File: src/rtl/dmem_arb_pkg.sv
// Shared definitions for the dmem port arbiter: default widths, owner encodings, starve counter width.
// Latency: n/a (package only).
// Backpressure: n/a (package only).
package dmem_arb_pkg;

    localparam int ADDR_W_DEF   = 12;
    localparam int DATA_W_DEF   = 32;
    localparam int STARVE_CNT_W = 4;
    localparam int PERF_CNT_W   = 16;

    // Which requester a pending read return belongs to
    typedef enum logic {
        PORT0 = 1'b0,
        PORT1 = 1'b1
    } port_e;

    localparam logic [STARVE_CNT_W-1:0] STARVE_SAT = '1;

endpackage

File: src/rtl/dmem_arb_perf_ctr.sv
// 16-bit saturating event counter used for arbiter performance statistics.
// Latency: count visible the cycle after the increment strobe.
// Backpressure: none; holds at all-ones once saturated.
module dmem_arb_perf_ctr
    import dmem_arb_pkg::*;
(
    input  logic                  clock,
    input  logic                  reset,
    input  logic                  i_inc,
    output logic [PERF_CNT_W-1:0] o_cnt
);

    logic [PERF_CNT_W-1:0] r_cnt;

    // Count strobes, sticking at the maximum instead of wrapping
    always_ff @(posedge clock or negedge reset) begin
        if (!reset) begin
            r_cnt <= '0;
        end else if (i_inc && (r_cnt != {PERF_CNT_W{1'b1}})) begin
            r_cnt <= r_cnt + 1'b1;
        end
    end

    assign o_cnt = r_cnt;

endmodule

File: src/rtl/dmem_port_arbiter.sv
// Two-port arbiter for the single-port dmem: port 0 fixed priority, port 1 forced after STARVE_MAX losses.
// Latency: grant combinational; read data returned one cycle after the read grant edge.
// Backpressure: requester holds its request until it sees gnt. Optional macro DMEM_ARB_PERF_EN adds perf counters.
module dmem_port_arbiter
    import dmem_arb_pkg::*;
#(
    parameter int ADDR_W     = ADDR_W_DEF,
    parameter int DATA_W     = DATA_W_DEF,
    parameter int STARVE_MAX = 4
) (
    input  logic                  clock,
    input  logic                  reset,
    input  logic                  p0_req,
    input  logic                  p0_we,
    input  logic [ADDR_W-1:0]     p0_addr,
    input  logic [DATA_W-1:0]     p0_wdata,
    output logic                  p0_gnt,
    output logic                  p0_rvalid,
    output logic [DATA_W-1:0]     p0_rdata,
    input  logic                  p1_req,
    input  logic                  p1_we,
    input  logic [ADDR_W-1:0]     p1_addr,
    input  logic [DATA_W-1:0]     p1_wdata,
    output logic                  p1_gnt,
    output logic                  p1_rvalid,
    output logic [DATA_W-1:0]     p1_rdata,
`ifdef DMEM_ARB_PERF_EN
    output logic [PERF_CNT_W-1:0] perf_p0_grants,
    output logic [PERF_CNT_W-1:0] perf_p1_grants,
    output logic [PERF_CNT_W-1:0] perf_conflicts,
`endif
    output logic [ADDR_W-1:0]     mem_address,
    output logic [DATA_W-1:0]     mem_data,
    output logic                  mem_wren,
    input  logic [DATA_W-1:0]     mem_q
);

    localparam logic [STARVE_CNT_W-1:0] STARVE_MAX_C = STARVE_MAX[STARVE_CNT_W-1:0];

    logic [STARVE_CNT_W-1:0] r_starve_cnt;
    logic                    r_rd_pend;
    port_e                   r_rd_owner;
    logic [ADDR_W-1:0]       r_addr_hold;
    logic [DATA_W-1:0]       r_data_hold;
    logic [DATA_W-1:0]       r_p0_rdata;
    logic [DATA_W-1:0]       r_p1_rdata;

    logic                    w_force1;
    logic                    w_p0_gnt;
    logic                    w_p1_gnt;
    logic                    w_any_gnt;
    logic                    w_rd_gnt;
    port_e                   w_gnt_port;
    logic                    w_p0_rvalid;
    logic                    w_p1_rvalid;

    // Grant: port 0 wins unless port 1 has lost too often; reset blocks every grant immediately
    always_comb begin
        w_force1   = (r_starve_cnt >= STARVE_MAX_C);
        w_p1_gnt   = reset & p1_req & (~p0_req | w_force1);
        w_p0_gnt   = reset & p0_req & ~w_p1_gnt;
        w_any_gnt  = w_p0_gnt | w_p1_gnt;
        w_gnt_port = w_p1_gnt ? PORT1 : PORT0;
        w_rd_gnt   = (w_p0_gnt & ~p0_we) | (w_p1_gnt & ~p1_we);
    end

    // Memory-side mux: granted port drives the bus, otherwise the last granted address/data is held
    always_comb begin
        mem_address = r_addr_hold;
        mem_data    = r_data_hold;
        mem_wren    = 1'b0;
        if (w_p1_gnt) begin
            mem_address = p1_addr;
            mem_data    = p1_wdata;
            mem_wren    = p1_we;
        end else if (w_p0_gnt) begin
            mem_address = p0_addr;
            mem_data    = p0_wdata;
            mem_wren    = p0_we;
        end
    end

    // Remember the last granted address/data so the bus stays quiet when idle
    always_ff @(posedge clock or negedge reset) begin
        if (!reset) begin
            r_addr_hold <= '0;
            r_data_hold <= '0;
        end else if (w_any_gnt) begin
            r_addr_hold <= mem_address;
            r_data_hold <= mem_data;
        end
    end

    // Starvation counter: counts port-1 losses, cleared on a port-1 win or when port 1 stops asking
    always_ff @(posedge clock or negedge reset) begin
        if (!reset) begin
            r_starve_cnt <= '0;
        end else if (w_p1_gnt || !p1_req) begin
            r_starve_cnt <= '0;
        end else if (w_p0_gnt && (r_starve_cnt != STARVE_SAT)) begin
            r_starve_cnt <= r_starve_cnt + 1'b1;
        end
    end

    // Track the single outstanding read so its data is routed to the right port next cycle
    always_ff @(posedge clock or negedge reset) begin
        if (!reset) begin
            r_rd_pend  <= 1'b0;
            r_rd_owner <= PORT0;
        end else begin
            r_rd_pend <= w_rd_gnt;
            if (w_rd_gnt) begin
                r_rd_owner <= w_gnt_port;
            end
        end
    end

    assign w_p0_rvalid = r_rd_pend & (r_rd_owner == PORT0);
    assign w_p1_rvalid = r_rd_pend & (r_rd_owner == PORT1);

    // Capture returned data per port so rdata holds between returns
    always_ff @(posedge clock or negedge reset) begin
        if (!reset) begin
            r_p0_rdata <= '0;
            r_p1_rdata <= '0;
        end else begin
            if (w_p0_rvalid) begin
                r_p0_rdata <= mem_q;
            end
            if (w_p1_rvalid) begin
                r_p1_rdata <= mem_q;
            end
        end
    end

    assign p0_gnt    = w_p0_gnt;
    assign p1_gnt    = w_p1_gnt;
    assign p0_rvalid = w_p0_rvalid;
    assign p1_rvalid = w_p1_rvalid;
    assign p0_rdata  = w_p0_rvalid ? mem_q : r_p0_rdata;
    assign p1_rdata  = w_p1_rvalid ? mem_q : r_p1_rdata;

`ifdef DMEM_ARB_PERF_EN
    logic w_conflict;
    assign w_conflict = p0_req & p1_req;

    dmem_arb_perf_ctr u_perf_p0 (
        .clock (clock),
        .reset (reset),
        .i_inc (w_p0_gnt),
        .o_cnt (perf_p0_grants)
    );

    dmem_arb_perf_ctr u_perf_p1 (
        .clock (clock),
        .reset (reset),
        .i_inc (w_p1_gnt),
        .o_cnt (perf_p1_grants)
    );

    dmem_arb_perf_ctr u_perf_cf (
        .clock (clock),
        .reset (reset),
        .i_inc (w_conflict),
        .o_cnt (perf_conflicts)
    );
`endif

endmodule

File: config.mk
export PLATFORM = sky130hd
export DESIGN_NAME = dmem_port_arbiter
export DESIGN_NICKNAME = d
export VERILOG_FILES = /design/src/rtl/dmem_arb_pkg.sv /design/src/rtl/dmem_arb_perf_ctr.sv /design/src/rtl/dmem_port_arbiter.sv
export SDC_FILE = /design/constraint.sdc
export NUM_CORES = 1
export LEC_CHECK = 0
export CAP_MARGIN = 20
export CORE_MARGIN = 4
export CORE_UTILIZATION = 44
export DETAILED_ROUTE_END_ITERATION = 12
export PLACE_DENSITY = 0.86
export SYNTH_ARGS = -nofsm -noshare
export SYNTH_HDL_FRONTEND = slang
export SYNTH_SLANG_ARGS = --single-unit
File: constraint.sdc
create_clock -name clock -period 6.1 [get_ports clock]
set_clock_uncertainty 0.05 [all_clocks]
set_input_delay 1.525 -clock clock [delete_from_list [all_inputs] [get_ports clock]]
set_output_delay 1.525 -clock clock [all_outputs]
set_load 0.01 [all_outputs]
# Word-level counts from Yosys, hierarchy flattened
# Index checks and enable logic that the tools add are counted.
# word_totals
out_inout_bits,113
reg_bits,114
input_bits,126
wordCells,41
# classes
n_mux,11
n_lt_le_gt_ge,1
bitwise,16
eq_ne,1
n_addsub,1
reduce_logical,4
# ops
operator,count
$mux W32,4
$mux W12,2
$and A1 B1 Y1,8
$mux W4,2
$not A1 Y1,5
$add A4 B1 Y4 const B,1
$ge A4 B3 Y1 const B,1
$ne A4 B4 Y1 const B,1
$mux W1,3
$or A1 B1 Y1,3
$reduce_bool A2 Y1,1
$logic_and A1 B1 Y1,1
$logic_not A1 Y1,1
$logic_or A1 B1 Y1,1

# Logic depth before layout (Yosys ltp)
# logic_depth
ltp_word,8
ltp_mapped,6
ltp_nobuf,4

# Worst setup path after synthesis
# Ideal clock, no wire load.
# synth_timing
path_type,input to output
startpoint,input reset
endpoint,output mem_address[10]
stages,4
arrival_time_ps,2583
n_path_buf,1
setup_slack_ps,1942
required_time_ps,4525
path_cell_list,nand2_1 > clkbuf_1 > mux2_2 > mux2_4
# synth_between
elab_chain_cells,6
elab_cells_between_ends,7
cone_classes,mux: 2; bitwise: 5
# synth_rtl
element,line_no,source
start: declaration,dmem_port_arbiter.sv:12,"input logic reset,"
$and A1 B1 Y1 (2 in series),dmem_port_arbiter.sv:60,w_p1_gnt = reset & p1_req & (~p0_req | w_force1);
$not A1 Y1,dmem_port_arbiter.sv:61,w_p0_gnt = reset & p0_req & ~w_p1_gnt;
$and A1 B1 Y1,dmem_port_arbiter.sv:61,
$mux W12,dmem_port_arbiter.sv:76,end else if (w_p0_gnt) begin
$mux W12 (*),dmem_port_arbiter.sv:72,if (w_p1_gnt) begin
end: declaration,dmem_port_arbiter.sv:32,"output logic [ADDR_W-1:0] mem_address,"
# Every way passes the cells marked *; elsewhere a longest branch is shown, timed or not.

# Worst setup path in the final report
# layout_timing
startpoint,input p1_req
endpoint,output mem_data[21]
# layout_between
elab_chain_cells,6
# layout_rtl
element,line_no,source
start: declaration,dmem_port_arbiter.sv:20,"input logic p1_req,"
$and A1 B1 Y1 (*) (2 in series),dmem_port_arbiter.sv:60,
$not A1 Y1,dmem_port_arbiter.sv:61,
$and A1 B1 Y1,dmem_port_arbiter.sv:61,
$mux W32,dmem_port_arbiter.sv:76,
$mux W32 (*),dmem_port_arbiter.sv:72,
end: declaration,dmem_port_arbiter.sv:33,"output logic [DATA_W-1:0] mem_data,"
# Marked as above.

==> metrics.csv <==
metric;value;unit
core area;0.0127;sq mm
clk slew on worst S/H paths;0.05;ns
CP top delay family;buffers and inverters;
Diodes inserted;0;
worst-margin pin slew;0.838;ns
Root Driver;clkbuf_16;
clk buf depth;2;
PnR Total Power;3010;uW
cell-internal power;2190;uW
DIE HEIGHT;122;um
initial antenna violation count;0;
Post-Place Cells;759;
Hold EP;r_p1_rdata[12]$_DFF_PN0_;
Final Max Slew Viols;0;
Non-Filler Instances;792;
Yosys warning count;0;
simple-gate area share of the yosys netlist;1.23;%
CP cell instances;clkdlybuf4s50_1 -> nand2_1 -> nor2_4 -> buf_12 -> mux2_4 -> clkdlybuf4s50_1;
Critical Path RT;4.53;ns
H-tree Lvls;4;
fin crit share;89.0;%
compound-cell area share of the yosys netlist;1.43;%
synthesis-to-layout area growth;54.5;%
final instance area;0.00881;sq mm
WL/cell;18.9;um
postcts setup bufs;0;
Yosys top cell by area;dfrtp_1;
Post-synth EDFFs;0;
worst-path fanout max;33;
switching pwr;817;uW
Async SR Flop Fraction;100;%
slowest cell on the critical path;clkdlybuf4s50_1;
clock power share;30.7;%
crit path kind;in2out;
syn nets;491;
routed vias;3949;
hold wc startpoint;r_p1_rdata[12]$_DFF_PN0_;
post-synthesis mux area share;43.6;%
CTS resizes;0;
Placement Rows;41;
CTS Hold Bufs;0;
Flop pwr share;33.4;%
Vias/cell;4.99;
number of endpoints failing setup at the final stage;0;
FILL cells;894;
peak supply drop;164;uV
synthesized cell area;0.00570;sq mm
commonest cells in the netlist;mux2_2, dfrtp_1, mux2_4, buf_6, buf_2;
synth top area cells;dfrtp_1, mux2_2, mux2_4;
FF-to-FF path depth;5;
Final TNS setup;0;ns
CP peak stage delay;0.65;ns
clock buffer count from CTS;17;
reg-to-reg critical path endpoint;r_data_hold[28]$_DFFE_PN0P_;
NumNets Final;734;
top_reg_cell synth;dfrtp_1;
detailed placement HPWL;11.3;mm
crit path capture type;output port;
Post-DP Area;0.00822;sq mm
worst path buffer plus inverter count;3;
flop and latch count out of synthesis;114;
RSZ-0062 raised after global routing;false;
Synth Area in XOR/XNOR;0;%
hold crit path type;reg2reg;
Seq/Total Area, Yosys;50.0;%
Hold Path Cell Cnt;1;
maxcap violations;0;
die width;122;um
dominant combinational cell family by area after synthesis;multiplexers;
Avg Cell Area, Syn;15.7;sq um
endpoints failing hold;0;
Worst-Skew Late Latency;0.40;ns
FF-to-FF setup slack;4.21;ns
largest net degree at the start of global routing;85;
Comb power frac;36.0;%
grt ovf;0;
Rel. slew slack;44.1;%
ANT nets after route;0;
number of global-route vias before repair;4448;
post-synth top area share;50.0;%
fraction of final layout cells sized beyond drive strength 1;39.4;%
Adder-Cell Fraction of Synth Area;0.219;%
cell mode on critical path;clkdlybuf4s50_1;
Num Clock Sinks;114;
minimum clock period;5.43;ns
status;completed;
initial core utilization;45.0;%
PwrDens;341;mW/mm^2
DRC violations left;0;
WHS;0.443;ns
Post-Synthesis Cells;364;
Setup crit start kind;input pin;
CTS tree;done;
gpl congestion;0.769;
Yosys cell types;27;
Arr. time, crit path;3.85;ns
Die Area;0.0148;sq mm
leakage power;0.00371;uW
drt total wl;15.0;mm
first-pass GRT wire length;23.2;mm
io pins;239;
Achievable Freq;0.184;GHz
first drt pass iteration count;4;
count leader, synth;mux2_2;
GRT Total Usage;20.5;%
reg2reg start;r_starve_cnt[3]$_DFFE_PN0P_;
drt initial violations;125;
switching portion of total power;27.2;%
I/O Buffers;238;
-- power by group through the flow --
stage | registers (uW) | logic (uW) | clock network (uW)
2_1_floorplan | 990 | 517 | 0
3_3_place_gp | 999 | 1050 | 0
3_5_place_dp | 1010 | 1090 | 0
4_1_cts | 1000 | 1090 | 944
5_1_grt | 1020 | 1160 | 982
6_report | 1000 | 1080 | 923
-- worst max-delay path by stage --
stage | from | to | slack (ns) | depth (start not counted)
2_1_floorplan | reset | mem_address[10] | 1.94 | 4
3_5_place_dp | p1_req | mem_data[4] | 0.66 | 6
4_1_cts | p1_req | mem_data[20] | 0.67 | 6
3_3_place_gp | p1_req | mem_data[4] | 0.78 | 6
6_report | p1_req | mem_data[21] | 0.67 | 6
5_1_grt | p1_req | mem_data[20] | 0.55 | 6
-- area by class of cell --
| type | count | area [sq um] | area share (%) |
|---|---|---|---|
| clock buffer | 17 | 425 | 4.83 |
| sequential | 114 | 2850 | 32.4 |
| tap | 172 | 215 | 2.44 |
| inverter | 5 | 18.8 | 0.213 |
| clock inverter | 15 | 134 | 1.52 |
| timing repair buffer | 247 | 2500 | 28.4 |
| multi-input combinational | 222 | 2660 | 30.2 |
-- layer usage --
| metal | track usage, % | vias to the layer above | wire [um] |
|---|---|---|---|
| met5 | 0 | - | 0 |
| met4 | 6.30 | 0 | 171 |
| met3 | 10.3 | 15 | 1800 |
| met2 | 34.8 | 187 | 7440 |
| met1 | 22.4 | 1941 | 5580 |
| li1 | - | 1806 | - |
-- registers in the layout, indices dropped and copies added, names as in the netlist --
register and count:
r_data_hold 32, r_rd_pend 1, r_p1_rdata 32, r_rd_owner 1, r_starve_cnt 4, r_p0_rdata 32
r_addr_hold 12
-- metrics by stage --
step / worst slack (ns) / util [%]
after CTS: 0.674 / 69.3
after floorplan: 1.94 / -
after global placement: 0.776 / 64.9
after global routing: 0.552 / 69.5
final: 0.672 / 69.5
after detailed placement: 0.665 / 64.9
-- placed cells by master, fill, tap and decap left out --
cell type          n
clkdlybuf4s50_1  237
mux2_2           131
dfrtp_1          114
mux2_4            66
clkbuf_16         17
buf_4              6
inv_1              5
o211ai_1           4
inv_6              4
clkinv_2           4
clkinv_4           3
clkinvlp_4         3
buf_12             3
nand2_1            2
and3_1             2
mux2i_1            2
nand2b_2           1
nor3b_4            1
nor2_4             1
nand2_2            1
nor2_1             1
or2_2              1
nor3_1             1
o21bai_1           1
o2111ai_1          1
o21ai_0            1
a21oi_1            1
a21o_1             1
a221oi_1           1
o22a_1             1
ha_1               1
bufinv_16          1
buf_16             1
-- kinds of logic (layout without fill, tap and decap cells) --
logic type	count (synthesis)	after routing
multiplexers	199	199
flip-flops	114	114
buffers and inverters	28	284
AO/OA/AOI/OAI	11	11
AND/OR/NAND/NOR	11	11
adder cells (fa/ha/maj)	1	1
Power figures use the tool's default switching activity.
